==> src/rtl/uart_pkg.sv <==
// uart_pkg: types and default constants shared by the UART receive path
// (and later the transmit side).
//   rx_state_t      - receive sequencer states
//   UART_DATA_BITS  - default data bits per character
//   UART_OVERSAMPLE - default sample ticks per bit period (power of two)
package uart_pkg;

  localparam int unsigned UART_DATA_BITS  = 8;
  localparam int unsigned UART_OVERSAMPLE = 16;

  typedef enum logic [2:0] {
    IDLE,
    START,
    DATA,
    STOP,
    WAIT_HIGH
  } rx_state_t;

endpackage

==> src/rtl/uart_rx_ctrl_if.sv <==
// uart_rx_ctrl_if: received-character handshake between the receiver and the
// character consumer.
//   rx_data   - received character, LSB = first data bit on the line
//   rx_valid  - rx_data / frame_err hold a character not yet accepted
//   rx_ready  - consumer accepts; transfer when rx_valid && rx_ready
//   frame_err - stop bit was sampled low for the character in rx_data
//   overrun   - one-cycle pulse: a character was dropped because the
//               previous one was still unaccepted
// master = receiver side, slave = consumer side.
interface uart_rx_ctrl_if
  import uart_pkg::*;
#(
  parameter int unsigned DATA_BITS = UART_DATA_BITS
);

  logic [DATA_BITS-1:0] rx_data;
  logic                 rx_valid;
  logic                 rx_ready;
  logic                 frame_err;
  logic                 overrun;

  modport master (
    output rx_data,
    output rx_valid,
    output frame_err,
    output overrun,
    input  rx_ready
  );

  modport slave (
    input  rx_data,
    input  rx_valid,
    input  frame_err,
    input  overrun,
    output rx_ready
  );

endinterface

==> src/rtl/bit_sample_counter.sv <==
// bit_sample_counter: counts oversampling ticks within one bit period.
//   clk   - system clock
//   rst_n - synchronous active-low reset
//   clr   - restart the count at zero (state entry); wins over tick
//   tick  - oversampling strobe; the count advances only on it
//   mid   - tick arriving while the count sits at OVERSAMPLE/2-1 (bit centre)
//   last  - tick arriving while the count sits at OVERSAMPLE-1 (end of bit)
// mid/last are tick-qualified strobes and are meant to be consumed in the
// same cycle by the controlling FSM.
module bit_sample_counter
  import uart_pkg::*;
#(
  parameter int unsigned OVERSAMPLE = UART_OVERSAMPLE
) (
  input  logic clk,
  input  logic rst_n,
  input  logic clr,
  input  logic tick,
  output logic mid,
  output logic last
);

  localparam int unsigned CNT_W = $clog2(OVERSAMPLE);

  logic [CNT_W-1:0] count;

  // Power-of-two period: the natural rollover gives OVERSAMPLE-1 -> 0.
  always_ff @(posedge clk) begin
    if (!rst_n) begin
      count <= '0;
    end else if (clr) begin
      count <= '0;
    end else if (tick) begin
      count <= count + 1'b1;
    end
  end

  assign mid  = tick && (count == CNT_W'(OVERSAMPLE / 2 - 1));
  assign last = tick && (count == CNT_W'(OVERSAMPLE - 1));

endmodule

==> src/rtl/uart_rx_ctrl.sv <==
// uart_rx_ctrl: receive-side sequencer. Synchronizes the serial line, walks
// start / data / stop bits using the oversampling counter, assembles each
// character LSB-first and hands it to the consumer over a valid/ready
// handshake, flagging framing errors and overruns.
//   clk         - system clock
//   rst_n       - synchronous active-low reset
//   sample_tick - strobe at OVERSAMPLE x baud (may be high every cycle)
//   rx_in       - asynchronous serial line, idle high
//   busy        - sequencer is not idle
//   rxIf        - character handshake (rx_data, rx_valid, rx_ready,
//                 frame_err, overrun)
module uart_rx_ctrl
  import uart_pkg::*;
#(
  parameter int unsigned DATA_BITS  = UART_DATA_BITS,
  parameter int unsigned OVERSAMPLE = UART_OVERSAMPLE
) (
  input  logic                  clk,
  input  logic                  rst_n,
  input  logic                  sample_tick,
  input  logic                  rx_in,
  output logic                  busy,
  uart_rx_ctrl_if.master        rxIf
);

  localparam int unsigned BIDX_W = $clog2(DATA_BITS);
  localparam logic [BIDX_W-1:0] LAST_BIT = BIDX_W'(DATA_BITS - 1);

  logic                 rxMeta;
  logic                 rx_s;
  rx_state_t            state;
  rx_state_t            stateNext;
  logic                 clrCnt;
  logic                 midTick;
  logic                 lastTick;
  logic                 shiftEn;
  logic                 charDone;
  logic                 stopErr;
  logic [BIDX_W-1:0]    bidx;
  logic [DATA_BITS-1:0] shreg;

  // Two-flop synchronizer; resets to the idle line level so reset never
  // looks like a start bit.
  always_ff @(posedge clk) begin
    if (!rst_n) begin
      rxMeta <= 1'b1;
      rx_s   <= 1'b1;
    end else begin
      rxMeta <= rx_in;
      rx_s   <= rxMeta;
    end
  end

  bit_sample_counter #(
    .OVERSAMPLE (OVERSAMPLE)
  ) u_bit_sample_counter (
    .clk   (clk),
    .rst_n (rst_n),
    .clr   (clrCnt),
    .tick  (sample_tick),
    .mid   (midTick),
    .last  (lastTick)
  );

  // State register.
  always_ff @(posedge clk) begin
    if (!rst_n) begin
      state <= IDLE;
    end else begin
      state <= stateNext;
    end
  end

  // Next-state and per-cycle strobes. START measures half a bit from the
  // detected edge; from there every full period lands on a bit centre.
  always_comb begin
    stateNext = state;
    shiftEn   = 1'b0;
    charDone  = 1'b0;
    stopErr   = 1'b0;
    unique case (state)
      IDLE: begin
        if (sample_tick && !rx_s) begin
          stateNext = START;
        end
      end
      START: begin
        if (midTick) begin
          stateNext = rx_s ? IDLE : DATA;
        end
      end
      DATA: begin
        if (lastTick) begin
          shiftEn = 1'b1;
          if (bidx == LAST_BIT) begin
            stateNext = STOP;
          end
        end
      end
      STOP: begin
        if (lastTick) begin
          charDone  = 1'b1;
          stopErr   = !rx_s;
          stateNext = rx_s ? IDLE : WAIT_HIGH;
        end
      end
      WAIT_HIGH: begin
        // A held-low line (break) must not be mistaken for a new start bit.
        if (rx_s) begin
          stateNext = IDLE;
        end
      end
      default: begin
        stateNext = IDLE;
      end
    endcase
    clrCnt = (stateNext != state);
  end

  // Data-bit index and LSB-first shift register.
  always_ff @(posedge clk) begin
    if (!rst_n) begin
      bidx  <= '0;
      shreg <= '0;
    end else if (state != DATA) begin
      bidx <= '0;
    end else if (shiftEn) begin
      shreg <= {rx_s, shreg[DATA_BITS-1:1]};
      bidx  <= (bidx == LAST_BIT) ? '0 : bidx + 1'b1;
    end
  end

  // Output holding register and handshake. A completion may overwrite the
  // held character only if that character is being accepted this very cycle.
  always_ff @(posedge clk) begin
    if (!rst_n) begin
      rxIf.rx_data   <= '0;
      rxIf.rx_valid  <= 1'b0;
      rxIf.frame_err <= 1'b0;
      rxIf.overrun   <= 1'b0;
      busy           <= 1'b0;
    end else begin
      rxIf.overrun <= 1'b0;
      busy         <= (stateNext != IDLE);
      if (charDone) begin
        if (!rxIf.rx_valid || rxIf.rx_ready) begin
          rxIf.rx_data   <= shreg;
          rxIf.frame_err <= stopErr;
          rxIf.rx_valid  <= 1'b1;
        end else begin
          rxIf.overrun <= 1'b1;
        end
      end else if (rxIf.rx_valid && rxIf.rx_ready) begin
        rxIf.rx_valid <= 1'b0;
      end
    end
  end

endmodule

==> src/flat_wrapper.sv <==
// flat-port wrapper written by rule: the top's interface ports become plain ports
module uart_rx_ctrl_flat import uart_pkg::*;
#(
  parameter int unsigned DATA_BITS  = UART_DATA_BITS,
  parameter int unsigned OVERSAMPLE = UART_OVERSAMPLE
)
  (clk, rst_n, sample_tick, rx_in, busy, rxIf_rx_data, rxIf_rx_valid, rxIf_frame_err, rxIf_overrun, rxIf_rx_ready);
  uart_rx_ctrl_if #(.DATA_BITS(DATA_BITS)) rxIf_i ();
  input  logic clk;
  input  logic rst_n;
  input  logic sample_tick;
  input  logic rx_in;
  output logic busy;
  output wire logic [$bits(rxIf_i.rx_data)-1:0] rxIf_rx_data;
  output wire logic [$bits(rxIf_i.rx_valid)-1:0] rxIf_rx_valid;
  output wire logic [$bits(rxIf_i.frame_err)-1:0] rxIf_frame_err;
  output wire logic [$bits(rxIf_i.overrun)-1:0] rxIf_overrun;
  input wire logic [$bits(rxIf_i.rx_ready)-1:0] rxIf_rx_ready;
  assign rxIf_rx_data = rxIf_i.rx_data;
  assign rxIf_rx_valid = rxIf_i.rx_valid;
  assign rxIf_frame_err = rxIf_i.frame_err;
  assign rxIf_overrun = rxIf_i.overrun;
  assign rxIf_i.rx_ready = rxIf_rx_ready;
  uart_rx_ctrl #(.DATA_BITS(DATA_BITS), .OVERSAMPLE(OVERSAMPLE)) u_core (.clk(clk), .rst_n(rst_n), .sample_tick(sample_tick), .rx_in(rx_in), .busy(busy), .rxIf(rxIf_i));
endmodule
==> config.mk <==
export PLATFORM = sky130hd
export DESIGN_NAME = uart_rx_ctrl_flat
export DESIGN_NICKNAME = d
export VERILOG_FILES = /design/src/rtl/uart_pkg.sv /design/src/rtl/uart_rx_ctrl_if.sv /design/src/rtl/bit_sample_counter.sv /design/src/rtl/uart_rx_ctrl.sv /design/src/flat_wrapper.sv
export SDC_FILE = /design/constraint.sdc
export NUM_CORES = 1
export LEC_CHECK = 0
export ABC_CLOCK_PERIOD_IN_PS = 1850
export CAP_MARGIN = 15
export CORE_ASPECT_RATIO = 1.75
export CORE_MARGIN = 3
export CORE_UTILIZATION = 48
export DETAILED_ROUTE_END_ITERATION = 16
export PLACE_DENSITY_LB_ADDON = 0.15
export SLEW_MARGIN = 20
export SYNTH_ARGS = -nofsm -noshare
export SYNTH_HDL_FRONTEND = slang
export SYNTH_HIERARCHICAL = 1
export SYNTH_SLANG_ARGS = --single-unit
export TNS_END_PERCENT = 100
==> constraint.sdc <==
create_clock -name clk -period 1.85 [get_ports clk]
set_input_delay 0.37 -clock clk [delete_from_list [all_inputs] [get_ports clk]]
set_output_delay 0.37 -clock clk [all_outputs]
set_load 0.01 [all_outputs]
==> results.yml <==
run_status:
  status: "finished, final reports clean"
run:
  maxCapViolations: 0
sta:
  worst_pin_slew_ns: 0.721
  max_slew_margin_pct: 51.9
  finalSetupViolCount: 0
  hold_ws_ns: 0.411
  rsz0062_at_grt: "false"
  max_freq_ghz: 0.587
  hold_viol_final: 0
  skew_ns: 0.00200
  fin_crit_ns: 1.70
  slew_viol_final: 0
  post-route-period-util_pct: 92.1
setup_path:
  end_kind: "register"
  critPathLaunchType: "register"
  crit_buf_inv: 0
  cp_cell_sequence: "ha_4, nand3_2, nor2_2, and4bb_2, a32oi_4, a21boi_2, or3b_1, mux2i_1"
  critPathMaxStageDelay_ns: 0.36
  ff2ff_path_depth: 8
  slowest_stage: "or3b_1"
  crit_fanout: 3
  critPathTopFamily: "simple AND/OR/NAND/NOR gates"
  critPathKind: "register to register"
  path_depth: 8
  required_ns: 2.07
  cp.arrival_ns: 1.92
logic_synthesis:
  synth-seq-cells: 32
  avgSynthCellArea_sq_um: 9.66
  synth.largest_area_cell: "dfxtp_1"
  synth-xor-area-share_pct: 0.626
  syn_inst: 145
  netlist.area_leader.share_pct: 45.8
  synth_area_leaders: "dfxtp_1 46%, mux2i_1 8.6%, nor2_1 5.4%"
  async_flop_share_pct: 0
  synth-adder-area-share_pct: 2.68
  synth_compound_area_share_pct: 15.5
  ys_warn_count: 6
  synth_cell_types: 37
  synth_edf_count: 0
  synth_flop_cell: "dfxtp_1"
  yosys.area_share.simple_pct: 21.1
  synthesis.area_sq_mm: 0.00140
  synth_top_family_by_area: "simple AND/OR/NAND/NOR gates"
  synth_nets: 153
  yosysSeqAreaShare_pct: 45.8
  synthMuxAreaShare_pct: 8.58
route:
  drc: 0
  drt_wl_total_microns: 2890
  wl_met1_microns: 1100
  routedWlPerCell_microns: 14.4
  initialDrtViolationCount: 21
  ant_nets: 0
  viasPerCell: 5.56
  dr_wl_met2_microns: 1620
  routed.top_layer: "met4"
  vias: 1118
  wl_met3_microns: 98
  first_pass_iters: 4
floorplan:
  die_h_microns: 77.4
  placement_rows: 25
  dieArea_sq_mm: 0.00363
  core_area_sq_mm: 0.00275
  die_w_microns: 46.8
  start_util_pct: 50.9
  top_level_ports: 17
clock_network:
  cts_tree: "built"
  cts-root-buf: "clkbuf_8"
  cts_buffer_depth: 2
  cts_setup_buffers: 0
  cts_resized: 0
  cts.sinks: 32
  htree_levels: 2
  clkLatencyLatePin_ns: 0.28
  cts_hold_buf: 0
  cts_inserted_buffers: 5
  path_clk_slew_ns: 0.06
placed_design:
  gp_congestion: 0.768
  post-dp-hpwl_microns: 2170
  port-buffer-count: 16
cells_and_area:
  layout_commonest_cell: "dfxtp_1"
  regArea_sq_um: 643
  drive_gt1_share_pct: 20.1
  utilization_pct: 65.5
  mostFrequentLayoutCells: "30 x dfxtp_1, 19 x nor2_1, 15 x clkdlybuf4s50_1"
  insertedDiodeCount: 0
  fillers: 235
  multi_input_area_sq_um: 702
  fin_nets: 181
  syn_to_final_growth_pct: 28.9
grt:
  grt_pass1_wl_microns: 5090
  antenna_found_initial: 0
  gr-total-overflow: 0
  grt_pass1_vias: 1186
  grt_max_degree: 24
  grt_usage_pct: 19.2
power_and_ir_drop:
  vdd_ir_drop_max_uv: 681
  leakage_uw: 0.000675
  p_per_area_mw_per_mm2: 827
worst_hold_path:
  holdCritPathClass: "register to register"
  hold-path-cell-count: 1
==> path summary, 6_finish.rpt <==
path                            slack [ns]                                    to                                  from
worst min register to register        0.41                           u_core/rx_s                         u_core/rxMeta
worst max-delay path                  0.15  u_core/u_bit_sample_counter/count[3]  u_core/u_bit_sample_counter/count[1]
worst min-delay path                  0.41                           u_core/rx_s                         u_core/rxMeta
worst max register to register        0.15  u_core/u_bit_sample_counter/count[3]  u_core/u_bit_sample_counter/count[1]
==> cell usage after synthesis, types with 2 or more instances <==
cell type	instances
o21ai_0	8
nand2b_1	5
nor3_1	2
buf_4	2
inv_1	3
nor2b_1	2
mux2i_1	12
nor2_1	20
o21bai_1	2
clkbuf_1	2
dfxtp_1	32
buf_6	3
a21oi_1	14
nor3b_1	2
nand3_1	10
nand3b_1	2
buf_2	2
ha_1	3
==> logic make-up (layout without fill, tap and decap cells) <==
logic type,count (synthesis),count (layout)
buf+inv,13,42
xor+xnor,1,1
mux,12,12
flops,32,32
fa+ha+maj,3,3
simple gates,53,53
compound gates,31,31
==> per-stage QoR <==
step / cell area [sq um] / setup slack (ns) / total power [uW] / cells / TNS [ns]
floorplan: 1430 / -0.0371 / 757 / 145 / -0.0371
CTS: 1800 / 0.0959 / 1510 / 201 / 0
finish: 1800 / 0.146 / 1490 / 201 / 0
global placement: 1670 / -0.129 / 779 / 193 / -0.854
global route: 1800 / 0.0144 / 1540 / 201 / 0
detailed placement: 1670 / -0.193 / 781 / 193 / -2.25
==> flip-flops by register name, indices dropped and copies added, names as in the netlist <==
signal,flops
u_core/rxIf.overrun,1
u_core/rxIf.frame_err,1
u_core/rxMeta,1
u_core/state,3
u_core/busy,1
u_core/u_bit_sample_counter/count,4
u_core/rx_s,1
u_core/rxIf.rx_data,8
u_core/shreg,8
u_core/rxIf.rx_valid,1
u_core/bidx,3
==> layout make-up <==
type,count,share of cell area [%]
sequential,32,35.6
clock buffer,7,5.34
inverter,3,0.624
clock inverter,1,1.66
multi-input combinational,100,38.9
tap,27,1.87
timing repair buffer,31,16.0
==> power breakdown <==
part | total (uW) | switching, uW | internal, uW
Clock | 726 | 251 | 475
Combinational | 59.3 | 28.3 | 31.0
Sequential | 706 | 8.30 | 698
Total | 1490 | 287 | 1200
==> per-layer routing <==
metal,global-route usage [%],up-vias
met5,0,-
met4,9.97,0
met3,5.80,6
met2,32.6,18
met1,19.7,531
li1,-,563
No activity file was read; power rests on OpenSTA's default activity.
